==> src/rtl/qr_pkg.sv <==
// Shared types and helpers for the zone centre finder: scan state encoding,
// default coordinate/address widths, and the per-axis zone range helper.
package qr_pkg;

  localparam int COORD_W_DEF = 9;
  localparam int ADDR_W_DEF  = 20;
  // Widest zone grid the range helper supports on one axis.
  localparam int MAX_ZONES   = 16;
  // Boundaries are widened to this width before range evaluation.
  localparam int RANGE_W     = 16;

  typedef enum logic [2:0] {
    ST_IDLE,
    ST_SCAN,
    ST_WAIT,
    ST_SAMPLE,
    ST_CLOSE,
    ST_DONE
  } scan_state_t;

  typedef struct packed {
    logic [RANGE_W-1:0] lo;
    logic [RANGE_W-1:0] hi;
  } zone_range_t;

  // Inclusive pixel range of zone idx on one axis. The first zone starts at 0,
  // the last ends at limit-1, interior edges come from the boundary list, so a
  // boundary pixel belongs to both neighbouring zones.
  function automatic zone_range_t zone_range(
    input int                           idx,
    input int                           nzones,
    input logic [MAX_ZONES*RANGE_W-1:0] bounds,
    input int                           limit
  );
    zone_range_t r;
    r.lo = '0;
    r.hi = RANGE_W'(limit - 1);
    if (idx > 0 && idx < MAX_ZONES) r.lo = bounds[(idx-1)*RANGE_W +: RANGE_W];
    if (idx < nzones - 1 && idx < MAX_ZONES) r.hi = bounds[idx*RANGE_W +: RANGE_W];
    return r;
  endfunction

endpackage

==> src/rtl/zone_raster_scanner.sv <==
// Raster walker over a grid of zones: holds the captured boundaries, the zone
// indices and the current pixel, and flags end of zone / end of frame.
module zone_raster_scanner
  import qr_pkg::*;
#(
  parameter int WIDTH   = 480,
  parameter int HEIGHT  = 480,
  parameter int ZONES_X = 3,
  parameter int ZONES_Y = 3,
  parameter int COORD_W = COORD_W_DEF
) (
  input  logic                             clk_in,
  input  logic                             rst_in,
  input  logic                             capture,
  input  logic                             advance,
  input  logic                             next_zone,
  input  logic [(ZONES_X-1)*COORD_W-1:0]   bound_x,
  input  logic [(ZONES_Y-1)*COORD_W-1:0]   bound_y,
  output logic [COORD_W-1:0]               x,
  output logic [COORD_W-1:0]               y,
  output logic                             last_pixel,
  output logic                             last_zone,
  output logic                             next_empty
);

  localparam int ZXW = (ZONES_X > 1) ? $clog2(ZONES_X) : 1;
  localparam int ZYW = (ZONES_Y > 1) ? $clog2(ZONES_Y) : 1;

  logic [(ZONES_X-1)*COORD_W-1:0] bx_q;
  logic [(ZONES_Y-1)*COORD_W-1:0] by_q;
  logic [ZXW-1:0]                 zx, nzx;
  logic [ZYW-1:0]                 zy, nzy;
  logic [MAX_ZONES*RANGE_W-1:0]   bx_w, by_w;
  zone_range_t                    rx, ry, nrx, nry;

  // Widen the captured boundaries into the helper's fixed-width layout.
  always_comb begin
    bx_w = '0;
    by_w = '0;
    for (int i = 0; i < ZONES_X - 1; i++) bx_w[i*RANGE_W +: RANGE_W] = RANGE_W'(bx_q[i*COORD_W +: COORD_W]);
    for (int i = 0; i < ZONES_Y - 1; i++) by_w[i*RANGE_W +: RANGE_W] = RANGE_W'(by_q[i*COORD_W +: COORD_W]);
  end

  // Successor zone in x-fastest order, and ranges of current and next zone.
  always_comb begin
    if (int'(zx) == ZONES_X - 1) begin
      nzx = '0;
      nzy = zy + ZYW'(1);
    end else begin
      nzx = zx + ZXW'(1);
      nzy = zy;
    end
    rx  = zone_range(int'(zx),  ZONES_X, bx_w, WIDTH);
    ry  = zone_range(int'(zy),  ZONES_Y, by_w, HEIGHT);
    nrx = zone_range(int'(nzx), ZONES_X, bx_w, WIDTH);
    nry = zone_range(int'(nzy), ZONES_Y, by_w, HEIGHT);
  end

  assign last_pixel = (RANGE_W'(x) == rx.hi) && (RANGE_W'(y) == ry.hi);
  assign last_zone  = (int'(zx) == ZONES_X - 1) && (int'(zy) == ZONES_Y - 1);
  assign next_empty = (nrx.lo > nrx.hi) || (nry.lo > nry.hi);

  // Capture bounds at start, then step pixels inside a zone or jump to the next zone's corner.
  always_ff @(posedge clk_in or posedge rst_in) begin
    if (rst_in) begin
      bx_q <= '0;
      by_q <= '0;
      zx   <= '0;
      zy   <= '0;
      x    <= '0;
      y    <= '0;
    end else if (capture) begin
      bx_q <= bound_x;
      by_q <= bound_y;
      zx   <= '0;
      zy   <= '0;
      x    <= '0;
      y    <= '0;
    end else if (next_zone) begin
      zx <= nzx;
      zy <= nzy;
      x  <= COORD_W'(nrx.lo);
      y  <= COORD_W'(nry.lo);
    end else if (advance) begin
      if (RANGE_W'(x) == rx.hi) begin
        x <= COORD_W'(rx.lo);
        y <= y + COORD_W'(1);
      end else begin
        x <= x + COORD_W'(1);
      end
    end
  end

endmodule

==> src/rtl/zone_center_finder.sv <==
// Zone centre finder: scans each zone's candidate pixels (horizontal AND
// vertical pattern hits), samples them from the frame buffer and records one
// centre per zone that is black above THRESH_NUM/8.
//
// Handshake: start_in is accepted only while busy_out is low (IDLE); busy_out
// rises on the following cycle and stays high until the cycle done_out pulses.
// Centres, count and flags are valid from done_out until the next accepted start.
module zone_center_finder
  import qr_pkg::*;
#(
  parameter int WIDTH        = 480,
  parameter int HEIGHT       = 480,
  parameter int ZONES_X      = 3,
  parameter int ZONES_Y      = 3,
  parameter int READ_LATENCY = 2,
  parameter int MAX_CENTERS  = 3,
  parameter int THRESH_NUM   = 7,
  parameter int COORD_W      = COORD_W_DEF,
  parameter int ADDR_W       = ADDR_W_DEF
) (
  input  logic                                 clk_in,
  input  logic                                 rst_in,
  input  logic                                 start_in,
  input  logic [WIDTH-1:0]                     horz_patterns,
  input  logic [HEIGHT-1:0]                    vert_patterns,
  input  logic [(ZONES_X-1)*COORD_W-1:0]       bound_x,
  input  logic [(ZONES_Y-1)*COORD_W-1:0]       bound_y,
  input  logic                                 pixel_in,
  output logic [ADDR_W-1:0]                    address_out,
  output logic [MAX_CENTERS*COORD_W-1:0]       centers_x,
  output logic [MAX_CENTERS*COORD_W-1:0]       centers_y,
  output logic [$clog2(MAX_CENTERS+1)-1:0]     center_count,
  output logic                                 busy_out,
  output logic                                 done_out,
  output logic                                 too_many_out,
  output logic                                 too_few_out
);

  localparam int CNT_W = $clog2(WIDTH*HEIGHT+1);
  localparam int TW    = CNT_W + 4;
  localparam int CCW   = $clog2(MAX_CENTERS+1);
  localparam int WW    = $clog2(READ_LATENCY+1);

  scan_state_t        state;
  logic [COORD_W-1:0] x, y;
  logic [COORD_W-1:0] first_x, first_y, last_x, last_y;
  logic               first_valid;
  logic [CNT_W-1:0]   black_cnt, white_cnt;
  logic [WW-1:0]      wait_cnt;
  logic               overflow;
  logic               last_pixel, last_zone, next_empty;
  logic               cand;
  logic               qualify;
  logic [WIDTH-1:0]   h_sh;
  logic [HEIGHT-1:0]  v_sh;
  logic [TW-1:0]      black_w, total_w, thresh_w;
  logic [COORD_W:0]   sum_x, sum_y;

  zone_raster_scanner #(
    .WIDTH   (WIDTH),
    .HEIGHT  (HEIGHT),
    .ZONES_X (ZONES_X),
    .ZONES_Y (ZONES_Y),
    .COORD_W (COORD_W)
  ) u_scanner (
    .clk_in     (clk_in),
    .rst_in     (rst_in),
    .capture    ((state == ST_IDLE) && start_in),
    .advance    (((state == ST_SCAN) && !cand && !last_pixel) || ((state == ST_SAMPLE) && !last_pixel)),
    .next_zone  ((state == ST_CLOSE) && !last_zone),
    .bound_x    (bound_x),
    .bound_y    (bound_y),
    .x          (x),
    .y          (y),
    .last_pixel (last_pixel),
    .last_zone  (last_zone),
    .next_empty (next_empty)
  );

  assign address_out = ADDR_W'(y) * ADDR_W'(WIDTH) + ADDR_W'(x);

  // Candidate test, threshold decision and midpoint of the zone's candidate span.
  always_comb begin
    h_sh     = horz_patterns >> x;
    v_sh     = vert_patterns >> y;
    cand     = h_sh[0] & v_sh[0];
    black_w  = TW'(black_cnt) << 3;
    total_w  = TW'(black_cnt) + TW'(white_cnt);
    thresh_w = total_w * TW'(THRESH_NUM);
    qualify  = (total_w != '0) && (black_w > thresh_w);
    sum_x    = {1'b0, first_x} + {1'b0, last_x};
    sum_y    = {1'b0, first_y} + {1'b0, last_y};
  end

  // Scan FSM with candidate counts, centre store and result flags.
  always_ff @(posedge clk_in or posedge rst_in) begin
    if (rst_in) begin
      state        <= ST_IDLE;
      busy_out     <= 1'b0;
      done_out     <= 1'b0;
      too_many_out <= 1'b0;
      too_few_out  <= 1'b0;
      center_count <= '0;
      centers_x    <= '0;
      centers_y    <= '0;
      overflow     <= 1'b0;
      black_cnt    <= '0;
      white_cnt    <= '0;
      wait_cnt     <= '0;
      first_valid  <= 1'b0;
      first_x      <= '0;
      first_y      <= '0;
      last_x       <= '0;
      last_y       <= '0;
    end else begin
      done_out <= 1'b0;
      case (state)
        ST_IDLE: begin
          if (start_in) begin
            busy_out     <= 1'b1;
            too_many_out <= 1'b0;
            too_few_out  <= 1'b0;
            center_count <= '0;
            centers_x    <= '0;
            centers_y    <= '0;
            overflow     <= 1'b0;
            black_cnt    <= '0;
            white_cnt    <= '0;
            first_valid  <= 1'b0;
            state        <= ST_SCAN;
          end
        end
        ST_SCAN: begin
          if (cand) begin
            last_x <= x;
            last_y <= y;
            if (!first_valid) begin
              first_x     <= x;
              first_y     <= y;
              first_valid <= 1'b1;
            end
            wait_cnt <= '0;
            state    <= ST_WAIT;
          end else if (last_pixel) begin
            state <= ST_CLOSE;
          end
        end
        ST_WAIT: begin
          if (wait_cnt == WW'(READ_LATENCY - 1)) state <= ST_SAMPLE;
          else wait_cnt <= wait_cnt + WW'(1);
        end
        ST_SAMPLE: begin
          if (pixel_in) white_cnt <= white_cnt + CNT_W'(1);
          else          black_cnt <= black_cnt + CNT_W'(1);
          state <= last_pixel ? ST_CLOSE : ST_SCAN;
        end
        ST_CLOSE: begin
          if (qualify) begin
            if (center_count < CCW'(MAX_CENTERS)) begin
              centers_x[center_count*COORD_W +: COORD_W] <= sum_x[COORD_W:1];
              centers_y[center_count*COORD_W +: COORD_W] <= sum_y[COORD_W:1];
              center_count <= center_count + CCW'(1);
            end else begin
              overflow <= 1'b1;
            end
          end
          black_cnt   <= '0;
          white_cnt   <= '0;
          first_valid <= 1'b0;
          first_x     <= '0;
          first_y     <= '0;
          last_x      <= '0;
          last_y      <= '0;
          if (last_zone)       state <= ST_DONE;
          else if (next_empty) state <= ST_CLOSE;
          else                 state <= ST_SCAN;
        end
        ST_DONE: begin
          done_out     <= 1'b1;
          busy_out     <= 1'b0;
          too_many_out <= overflow;
          too_few_out  <= (center_count < CCW'(MAX_CENTERS));
          state        <= ST_IDLE;
        end
        default: state <= ST_IDLE;
      endcase
    end
  end

endmodule

==> config.mk <==
export PLATFORM = sky130hd
export DESIGN_NAME = zone_center_finder
export DESIGN_NICKNAME = d
export VERILOG_FILES = /design/src/rtl/qr_pkg.sv /design/src/rtl/zone_raster_scanner.sv /design/src/rtl/zone_center_finder.sv
export SDC_FILE = /design/constraint.sdc
export NUM_CORES = 1
export LEC_CHECK = 0
export ABC_AREA = 1
export BUFFER_PORTS_ARGS = -buffer_cell sky130_fd_sc_hd__buf_2
export CAP_MARGIN = 10
export CORE_AREA = 2 2 416 418
export CTS_CLUSTER_SIZE = 16
export DETAILED_ROUTE_END_ITERATION = 10
export DIE_AREA = 0 0 418 420
export PLACE_DENSITY = 0.37
export SYNTH_ARGS = -nofsm -noshare
export SYNTH_HDL_FRONTEND = slang
export SYNTH_SLANG_ARGS = --single-unit
==> constraint.sdc <==
create_clock -name clk_in -period 11.43 [get_ports clk_in]
set_input_delay 1.143 -clock clk_in [delete_from_list [all_inputs] [get_ports clk_in]]
set_output_delay 1.143 -clock clk_in [all_outputs]
set_load 0.05 [all_outputs]
Yosys cells after proc, flatten, opt, wreduce, memory -nomap -nowiden
Index checks and enable logic that the tools add are counted.
Word-level totals
  bits in registers: 197
  input bits: 1000
  output and inout bits: 80
  word-level logic and storage cells: 193
Cells by class
  $add $sub $neg: 16
  multiply operators: 3
  $lt $le $gt $ge: 11
  eq/ne operators: 21
  shifts and indexed selects: 12
  muxes and demuxes: 71
  bitwise operators: 1
  reduce and logical (&&, ||, !) cells: 35
Operator list (number)
  variable part select 256 x 7 -> 16 bit: 4
  >> shifter 480 x 9 -> 1 bit: 2
  variable part select 256 x 32 -> 16 bit: 2
  variable part select 256 x 32 -> 9 bit: 1
  two-way mux 27 bit: 5
  two-way mux 9 bit: 15
  case mux 18 bit (3 select lines): 2
  case mux 27 bit (2 select lines): 2
  two-way mux 16 bit: 6
  case mux 9 bit (2 select lines): 4
  variable part select 9 x 34 -> 27 bit: 2
  bitwise mux 27 bit: 2
  two-way mux 18 bit: 3
  adder 18 x 1 -> 18 bit, second input constant: 2
  negation 6 -> 34 bit: 1
  variable shift 9 x 34 -> 27 bit, first input constant: 1
  == test 9 x 16 -> 1 bit: 2
  greater-than comparator 16 bit: 2
  greater-than comparator 21 x 22 -> 1 bit: 1
  multiplier 19 x 3 -> 22 bit, second input constant: 1
  two-way mux 2 bit: 11
  nonzero test 22 bit: 1
  two-way mux 3 bit: 7
  adder 9 x 9 -> 10 bit: 2
  other kinds (32): 89

Longest topological paths before layout
Gate-level depths: netlist (run 1).
  depth in word-level cells: 10
  depth in mapped cells: 38
  depth with buffers taken out: 37

Hierarchy
Synthesis (run 1) repeated with hierarchy kept, for this count alone.
Second synthesis, totals
  cell total of the unflattened synthesis: 4376
  area total of the unflattened synthesis: 25558.3 um^2
Modules (own cells, without submodules)
  zone_center_finder: instances 1, cells each 3709, area each 20957.6 um^2, seq. area each 3478.3 um^2
  zone_raster_scanner: instances 1, cells each 667, area each 4600.7 um^2, seq. area each 1451.4 um^2

Least setup slack after synthesis (run 1)
No wires, ideal clock.
  path type: register to register
  from: register black_cnt[3]
  to: register centers_x[10]
  setup time: 119 ps
  arrival: 5411 ps
  data required time: 11311 ps
  path slack: 5900 ps
  stages on the path, launching flop included: 34
  buffers on the path: 1
  period minus slack after synthesis: 5530 ps
  cell sequence: dfrtp_1 > ha_1 > nand2_1 > o21ai_0 > nor2_1 > o21ai_0 > xor2_1 > inv_1 > fa_1 > inv_1 > ha_1 > nand2_1 > nor3_1 > a21oi_1 > o21ai_0 > a21boi_0 > o21ai_0 > a21oi_1 > nor2_1 > nor2_1 > o21bai_1 > nand2_1 > inv_1 > nor2_1 > ha_1 > inv_1 > nor2_1 > nand4_1 > nand3_1 > o21ai_2 > nand3_2 > buf_2 > nand2_1 > nand2_1
Between the ends
  cells in the longest elaborated chain, start to end: 6
  elaborated cells on any way between the ends: 7
  those cells by class: 1 x add/sub; 1 x mul; 1 x order compare; 1 x eq/ne; 3 x reduce/logical
RTL lines
  start, declared: line zone_center_finder.sv:48  | logic [CNT_W-1:0] black_cnt, white_cnt;
  start signal, assigned: line zone_center_finder.sv:154  | else black_cnt <= black_cnt + CNT_W'(1);
  adder 18 x 18 -> 19 bit: line zone_center_finder.sv:88  | total_w = TW'(black_cnt) + TW'(white_cnt);
  multiplier 19 x 3 -> 22 bit: line zone_center_finder.sv:89  | thresh_w = total_w * TW'(THRESH_NUM);
  greater-than comparator 21 x 22 -> 1 bit: line zone_center_finder.sv:90  | qualify = (total_w != '0) && (black_w > thresh_w);
  logical AND 1 bit *: line zone_center_finder.sv:90
  != test 2 bit (no line) *
  AND reduction 4 bit (no line) *
  end signal, assigned by index: line zone_center_finder.sv:160  | centers_x[center_count*COORD_W +: COORD_W] <= sum_x[COORD_W:1];
  end, declared: line zone_center_finder.sv:30  | output logic [MAX_CENTERS*COORD_W-1:0] centers_x,
Every way passes the cells marked *; elsewhere a longest branch is shown, timed or not.
A chain may end at the register's enable or synchronous reset.

Worst setup path after layout (run 1)
  from: register white_cnt[2]
  to: register centers_x[22]
Between the ends
  cells in the longest elaborated chain, start to end: 6
  elaborated cells on any way between the ends: 7
  those cells by class: 1 x add/sub; 1 x mul; 1 x order compare; 1 x eq/ne; 3 x reduce/logical
RTL lines
  start, declared: line zone_center_finder.sv:48
  start signal, assigned: line zone_center_finder.sv:153  | if (pixel_in) white_cnt <= white_cnt + CNT_W'(1);
  adder 18 x 18 -> 19 bit *: line zone_center_finder.sv:88
  multiplier 19 x 3 -> 22 bit: line zone_center_finder.sv:89
  greater-than comparator 21 x 22 -> 1 bit: line zone_center_finder.sv:90
  logical AND 1 bit *: line zone_center_finder.sv:90
  != test 2 bit (no line) *
  AND reduction 4 bit (no line) *
Marks and branches as above.

==> impl_metrics.ini, run 1 <==
[status]
outcome = complete, no violations

[clocking]
cts_buffer_depth = 2
cts_tree = done
cts_inserted_buffers = 17
cts_hold_buf = 0
clock_latency_ns = 0.52
ctsResizeCount = 0
cts_setup_buffers = 0
root_buffer = clkbuf_16
htree_levels = 4
clock-sinks = 197
path_clk_slew_ns = 0.09

[timing]
hold_viol_final = 0
fin_crit_sh_pct = 61.5
finClkSkew_ns = 0.0221
max_freq_ghz = 0.142
setup_tns_ns = 0
worst_hold_slack_ns = 0.475
min_period_ns = 7.02
setup_viol = 0
setup_slack_ns = 4.41
rsz0062_at_grt = false
slew_violations = 0
tightest_slew_ns = 1.06
max_slew_margin_pct = 29.3

[layout]
drive_above_1_share_pct = 23.8
final_cell_mix = nand2_1 (1313), buf_2 (1078), nand3_1 (661)
area.growth.synth_to_final_pct = 32.0
layout_commonest_cell = nand2_1
finish.net_count = 6280
fillers = 20100
multiInputGateArea_um2 = 17700
stdcell_count = 7367
register_area_um2 = 4950

[critical_path]
critPathBufInv = 5
cp.arrival_ns = 7.43
crit_type = flop to flop
startpoint_type = flop
cp.required_ns = 11.83
cp_slowest_stage_delay_ns = 0.54
path_delay_family = simple AND/OR/NAND/NOR gates
cp-end-kind = flop
cp_slowest_cell = fa_1
path_max_fanout = 60

[floorplanning]
fp.dieW_um = 418
placementRows = 152
core_area_um2 = 171000
die_area_um2 = 176000
num_io_pins = 1080
die_h_um = 420
start_util_pct = 14.6

[grt]
grt_pass1_vias = 31600
gr-total-overflow = 0
antenna_found_initial = 38
grt_max_degree = 161
grt_pass1_wl_um = 225000
grtUsageTotal_pct = 17.4

[run]
max-cap-violations = 0

[place]
detailedPlace.worstSlack_ns = 4.43
dp.cells = 7321
io_buffers = 1078
gp_congestion = 0.907
dp_hpwl_um = 129000

[detailed_routing]
first_iter_violations = 1861
dr.pass1.iters = 6
drtAntennaViolNets = 0
vias_per_cell = 4.30
wl_met2_um = 82100
vias = 31700
top_layer_used = met5
routed_wl_um = 159000
wl_met3_um = 7560
wl_met1_um = 65800
drc = 0
wire_per_inst_um = 21.5

[synth]
syn_area_um2 = 24900
synthArstFlopShare_pct = 100
ys_ff_latch = 197
synth_cells = 4239
synth_nets = 5412
synth_cell_types = 53
synth_ff_type = dfrtp_1
synth_edf_count = 0
ys_seq_area_share_pct = 19.8
avgSynthCellArea_um2 = 5.87
synth_warnings = 0

[power_and_ir_drop]
powerDensity_nw_per_um2 = 53.8
p_leak_nw = 16.6
peakVddDrop_mv = 0.0867
power.total_mw = 1.77

[hold_path]
hp-class = flop to flop
## flip-flops by register name (all words and copies together) (netlist names)
signal / flops
u_scanner.y: 9
overflow: 1
center_count: 2
wait_cnt: 2
too_few_out: 1
white_cnt: 18
last_y: 9
u_scanner.zx: 2
first_x: 9
too_many_out: 1
centers_y: 27
u_scanner.zy: 2
u_scanner.bx_q: 18
last_x: 9
busy_out: 1
first_y: 9
u_scanner.by_q: 18
centers_x: 27
done_out: 1
black_cnt: 18
state: 3
first_valid: 1
u_scanner.x: 9
## through the flow
step	util (%)	area [µm²]
after CTS	19.2	32800
after global routing	19.2	32900
final	19.2	32900
after detailed placement	18.8	32200
after global placement	18.8	32200
after floorplan	-	24900
## cell families (layout without fill, tap and decap cells)
logic type	after synthesis	count (layout)	synth area share, %
and+or+nand+nor	2628	2628	44.5
AOI/OAI and AO/OA	623	623	13.5
buffers and inverters	524	1405	9.16
DFF	197	197	19.8
adders and majority gates	173	173	9.66
xor gates and xnor gates	93	93	3.33
other	1	15	0.0151
## final timing paths
| path | slack (ns) | endpoint | depth (start not counted) | start |
|---|---|---|---|---|
| setup / recovery | 4.41 | centers_x[22]$_DFFE_PP0P_ | 33 | white_cnt[2]$_DFFE_PP0P_ |
| hold / removal | 0.47 | centers_x[5]$_DFFE_PP0P_ | 2 | centers_x[5]$_DFFE_PP0P_ |
| setup reg to reg | 4.41 | centers_x[22]$_DFFE_PP0P_ | 33 | white_cnt[2]$_DFFE_PP0P_ |
| hold reg to reg | 0.47 | centers_x[5]$_DFFE_PP0P_ | 2 | centers_x[5]$_DFFE_PP0P_ |
| max in group asynchronous | 9.26 | centers_x[4]$_DFFE_PP0P_ | 3 | rst_in |
| min in group asynchronous | 0.72 | white_cnt[14]$_DFFE_PP0P_ | 2 | rst_in |
## cells in the mapped netlist (all sizes together), types with 2 or more instances
master  number  area, µm²
a211oi       8       60.1
a21boi       2       15.0
a21o         6       45.0
a21oi      180        901
a31oi        5       31.3
and3         2       12.5
buf        178        982
clkbuf      98        368
clkinv       6       22.5
dfrtp      197       4930
fa          32        641
ha         141       1760
inv        242        908
nand2     1324       5010
nand3      666       3370
nand4       73        457
nor2       500       1880
nor3        32        165
nor4         8       50.1
o211ai      43        328
o21a         7       52.6
o21ai      346       1740
o21bai      12       90.1
o22ai        5       31.3
o31ai        3       22.5
o41ai        2       17.5
or2         20        125
xnor2       30        270
xor2        63        559
## final cells by class
class	instances	area share, %
inverters	248	2.91
flip-flops and latches	197	15.1
well taps	2233	8.50
repair buffers	1125	17.6
clock inverters	15	0.681
clock buffers	17	1.29
diodes	14	0.107
multi-input cells	3518	53.9
## worst register-to-register path, delay by kind of cell (launching register included)
kind,cells,cell delay (ns)
compound gates,8,1.64
xor+xnor,1,0.35
fa+ha+maj,4,1.59
buf+inv,5,0.82
flops,1,0.46
simple gates,15,2.01
## power by group
part           total [mW]  internal, mW  switching (mW)
registers           0.699         0.697         0.00150
clock network       0.699         0.342           0.357
logic               0.372         0.183           0.189
## layer usage
| metal | GRT usage, % | vias up |
|---|---|---|
| li1 | - | 15700 |
| met1 | 20.9 | 14900 |
| met2 | 32.5 | 916 |
| met3 | 2.45 | 111 |
| met4 | 3.70 | 12 |
| met5 | 0 | - |
No activity file was read; power rests on OpenSTA's default activity.
==> inputs of run 2 (changes only) <==
- PLACE_DENSITY: 0.37 -> 0.38
- clock period: 11.43 -> 5.8 ns (I/O delays scaled with it)
==> impl_metrics.ini, run 2 (synthesis results as in run 1) <==
[layout]
area.growth.synth_to_final_pct = 37.0
layout_commonest_cell = nand2_1
finish.net_count = 6397
stdcell_count = 7483
final_cell_mix = nand2_1 (1312), buf_2 (1078), nand3_1 (659)
drive_above_1_share_pct = 26.2
fillers = 20000
top_regs = centers_x x27, centers_y x27
utilization_pct = 20.0

[grt]
grt_pass1_vias = 32400
met1_usage_pct = 20.5
globalRoute.busiestLayer = met2
grt_pass1_wl_um = 224000
grtUsageTotal_pct = 17.5
grt_max_degree = 140
grtUsageMet3_pct = 2.58
antenna_found_initial = 39
use_met2_pct = 32.4
gr-total-overflow = 0

[critical_path]
crit_type = flop to flop
path_common_cell = nand2_1
path_max_fanout = 18
startpoint_type = flop
cp-end-kind = flop
reg2reg_depth = 33
cp_slowest_stage_delay_ns = 0.48
cp_slowest_cell = fa_1
cp.arrival_ns = 5.83
cp.required_ns = 6.21

[clocking]
path_clk_slew_ns = 0.10
htree_levels = 4
clock_latency_ns = 0.52
cts_inserted_buffers = 17
cts_buffer_depth = 2
cts_tree = done
root_buffer = clkbuf_16
clock-sinks = 197

[power_and_ir_drop]
internal_power_mw = 2.34
power_frac_seq_pct = 40.1
peakVddDrop_mv = 0.204
powerDensity_nw_per_um2 = 101
combinationalPowerShare_pct = 22.1
switchingPower_mw = 1.09
p_clk_share_pct = 37.8
sw_frac_of_total_pct = 31.8
p_leak_nw = 17.3

[floorplanning]
start_util_pct = 14.6
core_area_um2 = 171000
die_area_um2 = 176000
fp.dieW_um = 418
placementRows = 152
die_h_um = 420
num_io_pins = 1080

[place]
io_buffers = 1078
gp_congestion = 0.907
dp_hpwl_um = 130000
detailedPlace.worstSlack_ns = -0.103
dp.cells = 7427

[timing]
max_slew_margin_pct = 32.1
hold_viol_final = 0
tightest_slew_ns = 1.02
slew_violations = 0
finClkSkew_ns = 0.0247
setup_tns_ns = 0
fin_crit_sh_pct = 93.5
setup_viol = 0
min_period_ns = 5.42
setup_slack_ns = 0.378
max_freq_ghz = 0.184

[detailed_routing]
drc = 0
vias_per_cell = 4.31
drtAntennaViolNets = 0
dr.pass1.iters = 6
first_iter_violations = 1931
vias = 32200
routed_wl_um = 159000
wire_per_inst_um = 21.3

[run]
max-cap-violations = 0

[hold_path]
hp-class = input port to flop
min_path_cells = 3

[status]
outcome = complete, no violations
-- run 2: cell count changes in the layout (fill, tap and decap cells not counted), moves of 6 or more --
cell	change
ha_4	+6
a21oi_2	+10
buf_4	+99
o21ai_0	-7
a21oi_1	-11
buf_12	+11
ha_1	-7
-- run 2: what timing repair did --
action	4_1_cts	5_1_grt
cloned	0	1
pin swaps	1	15
setup endpoints to repair	57	57
buffers inserted	2	7
gates resized for setup	3	53
hold buffers	1	0
hold endpoints to repair	1	0
-- run 2: final cells by class --
type                       instances  area, µm²  share of cell area [%]
inverter                         248        953                    2.79
antenna                           13       32.5                  0.0953
timing repair buffer            1242       6830                    20.0
tap                             2233       2790                    8.19
multi-input combinational       3518      18000                    52.6
clock buffer                      17        425                    1.25
sequential                       197       4950                    14.5
clock inverter                    15        178                   0.521
-- run 2: worst max-delay path: cells and delay by family (launching register included) --
family                     cells  cell delay (ns)
buffers and inverters          5             0.75
AOI/OAI and AO/OA             10             1.49
adders and majority gates      4             1.28
xor gates and xnor gates       2             0.21
and+or+nand+nor               12             1.15
DFF                            1             0.43
-- run 2: path summary, 6_finish.rpt --
path	startpoint	end	slack (ns)
min in group asynchronous	rst_in	centers_x[0]$_DFFE_PP0P_	0.48
setup reg to reg	black_cnt[2]$_DFFE_PP0P_	centers_x[8]$_DFFE_PP0P_	0.38
setup / recovery	black_cnt[2]$_DFFE_PP0P_	centers_x[8]$_DFFE_PP0P_	0.38
hold / removal	bound_y[2]	u_scanner.by_q[2]$_DFFE_PP0P_	0.26
max in group asynchronous	rst_in	u_scanner.x[1]$_DFFE_PP0P_	4.03
hold reg to reg	centers_x[22]$_DFFE_PP0P_	centers_x[22]$_DFFE_PP0P_	0.48
-- run 2: per-stage QoR --
step                cell area, µm²  power (mW)  hold WS (ns)
detailed placement           33100        2.16         0.459
CTS                          33800        3.50         0.209
floorplan                    24900        1.66         0.442
global placement             33100        2.16         0.455
finish                       34100        3.43         0.259
global route                 34100        3.62         0.249
-- run 2: power by group through the flow --
stage	clock (mW)	combinational [mW]	sequential, mW
after CTS	1.36	0.761	1.38
final	1.30	0.758	1.38
after global routing	1.40	0.843	1.38
after detailed placement	0	0.756	1.40
after global placement	0	0.757	1.40
after floorplan	0	0.254	1.40
-- run 2: layer usage --
metal	up-vias	wire, µm
met5	-	34
met4	6	4720
met3	152	7600
met2	1021	81600
met1	15100	65200
li1	15900	-
==> inputs of run 3 (changes only) <==
- ABC_AREA: 1 -> default
- CORE_AREA: 2 2 416 418 -> 2 2 424 426
- DIE_AREA: 0 0 418 420 -> 0 0 426 428
- PLACE_DENSITY: 0.38 -> 0.36
==> impl_metrics.ini, run 3 <==
[status]
outcome = finished with violations
violations = setup timing

[detailed_routing]
first_iter_violations = 1627
drtAntennaViolNets = 0
wire_per_inst_um = 24.7
vias_per_cell = 4.14
drc = 0
vias = 24300
routed_wl_um = 145000
dr.pass1.iters = 5

[critical_path]
cp-end-kind = flop
cp_slowest_stage_delay_ns = 0.55
path_common_cell = a21o_1
path_max_fanout = 14
cp_slowest_cell = fa_1
reg2reg_depth = 32
reg2reg_to = centers_y[25]$_DFFE_PP0P_
cp.required_ns = 6.20
cp.arrival_ns = 6.80
reg2reg_slack_ns = -0.60
crit_type = flop to flop
r2r_start = white_cnt[0]$_DFFE_PP0P_
startpoint_type = flop

[layout]
finish.net_count = 4664
top_regs = centers_x x27, centers_y x27
layout_commonest_cell = buf_2
drive_above_1_share_pct = 46.3
area.growth.synth_to_final_pct = 44.7
final_cell_mix = buf_2 (1075), nand2_1 (315), buf_4 (219)

[clocking]
path_clk_slew_ns = 0.10
cts_inserted_buffers = 17
cts_hold_buf = 0
cts_tree = done
clock-sinks = 197
root_buffer = clkbuf_16
htree_levels = 4
clock_latency_ns = 0.51
cts_buffer_depth = 2

[synth]
synth_ff_type = dfrtp_1
ys_top_cells_by_count = nand2_1 (316), dfrtp_1 (197), mux2i_1 (184), mux4_2 (168), ha_1 (141)
synth_edf_count = 0
synth_warnings = 0
synth_nets = 3503
avgSynthCellArea_um2 = 9.90
synth_top_area_share_pct = 21.4
synth.area.top_cells = dfrtp_1 (21%), mux4_2 (16%), mux2i_1 (8.0%), ha_1 (7.7%), nand2_1 (5.1%)
synthArstFlopShare_pct = 100
ys_seq_area_share_pct = 21.4
ys_ff_latch = 197
synth_cells = 2330
yosysMostFrequentCell = nand2_1
synth_cell_types = 89
synth.largest_area_cell = dfrtp_1
syn_area_um2 = 23100

[hold_path]
hp-class = input port to async pin

[floorplanning]
start_util_pct = 13.0
die_h_um = 428
num_io_pins = 1080
placementRows = 155
fp.dieW_um = 426
die_area_um2 = 182000
core_area_um2 = 178000

[place]
dp_hpwl_um = 125000
io_buffers = 1078
gp_congestion = 0.923

[grt]
grtUsageTotal_pct = 15.5
met1_usage_pct = 20.6
grt_pass1_wl_um = 200000
gr-total-overflow = 0
use_met2_pct = 26.4
antenna_found_initial = 55
grt_max_degree = 113
grt_pass1_vias = 25100
grtUsageMet3_pct = 2.36
globalRoute.busiestLayer = met2

[timing]
tightest_slew_ns = 1.22
setup_viol = 57
rsz0062_at_grt = true
setup_slack_ns = -0.600
max_slew_margin_pct = 18.6
max_freq_ghz = 0.156
fin_crit_sh_pct = 110
finClkSkew_ns = 0.0180
hold_viol_final = 0
slew_violations = 0
setup_tns_ns = -31.92
min_period_ns = 6.40

[power_and_ir_drop]
peakVddDrop_mv = 0.484
power.total_mw = 11.8
powerDensity_nw_per_um2 = 352
p_leak_nw = 16.1

[run]
max-cap-violations = 0
-- run 3: cell count changes after synthesis, sizes merged, moves of 42 or more --
cell,delta
o21ai,-271
a22oi,+62
nand2,-1008
nand3,-606
inv,-142
nor2,-390
a21oi,-71
nand4,-42
a22o,+43
mux4,+201
mux2i,+184
buf,-93
-- run 3: worst max path at each step --
stage                                   startpoint                   endpoint  slack [ns]  cells after the start
after floorplan           black_cnt[0]$_DFFE_PP0P_   centers_x[0]$_DFFE_PP0P_       -0.52                     33
after global placement    white_cnt[0]$_DFFE_PP0P_   centers_x[7]$_DFFE_PP0P_       -0.89                     29
after detailed placement  white_cnt[0]$_DFFE_PP0P_   centers_x[8]$_DFFE_PP0P_       -0.92                     29
after CTS                 white_cnt[0]$_DFFE_PP0P_  centers_x[19]$_DFFE_PP0P_       -0.59                     32
after global routing      white_cnt[0]$_DFFE_PP0P_  centers_y[25]$_DFFE_PP0P_       -0.91                     33
final                     white_cnt[0]$_DFFE_PP0P_  centers_y[25]$_DFFE_PP0P_       -0.60                     32
-- run 3: kinds of logic (layout without fill, tap and decap cells) --
logic type | Yosys count | count (layout) | synth area share [%]
buf+inv | 270 | 1444 | 6.45
mux | 398 | 398 | 28.8
flops | 197 | 197 | 21.4
fa+ha+maj | 173 | 173 | 10.4
other cells | 1 | 9 | 0.0163
simple gates | 688 | 688 | 14.0
compound gates | 491 | 491 | 14.7
xor+xnor | 112 | 112 | 4.25
-- run 3: final cells by class --
type	instances	area (µm²)
Clock buffer	17	425
Antenna cell	8	20.0
Multi-Input combinational cell	1863	17100
Timing Repair Buffer	1309	7320
Sequential cell	197	4950
Tap cell	2355	2950
Fill cell	20100	144000
Clock inverter	15	234
Inverter	103	390
-- run 3: stage by stage --
stage	utilization (%)	instance area, µm²	hold WS [ns]	cells	setup WS (ns)
4_1_cts	18.7	33200	0.160	5857	-0.589
2_1_floorplan	-	23300	0.463	2330	-0.524
3_5_place_dp	18.2	32400	0.473	5815	-0.924
6_report	18.8	33400	0.187	5867	-0.600
5_1_grt	18.8	33300	0.204	5859	-0.915
3_3_place_gp	18.2	32400	0.466	5815	-0.892
-- run 3: power breakdown --
part	internal, mW	switching, mW
logic	3.42	4.95
clock network	0.622	0.761
registers	1.63	0.377
total	5.67	6.09
-- run 3: metal layers --
| layer | wire length [µm] | part of all wire (%) |
|---|---|---|
| met2 | 71100 | 49 |
| met3 | 7140 | 4.9 |
| met1 | 64000 | 44 |
| met4 | 2570 | 1.8 |
| met5 | 87 | 0.060 |
-- run 3: critical path, delay by kind of cell (launching register included) --
family / cells / cell delay [ns]
fa+ha+maj: 5 / 1.62
xor+xnor: 2 / 0.23
compound gates: 12 / 2.07
buf+inv: 4 / 0.32
simple gates: 9 / 1.68
flops: 1 / 0.38
-- run 3: what timing repair did --
item / CTS / global route
cloned: 1 / 1
pin swaps: 25 / 24
hold endpoints to repair: 0 / 0
endpoints found under the setup margin: 57 / 60
buffers inserted: 10 / 2
resized for setup: 25 / 20
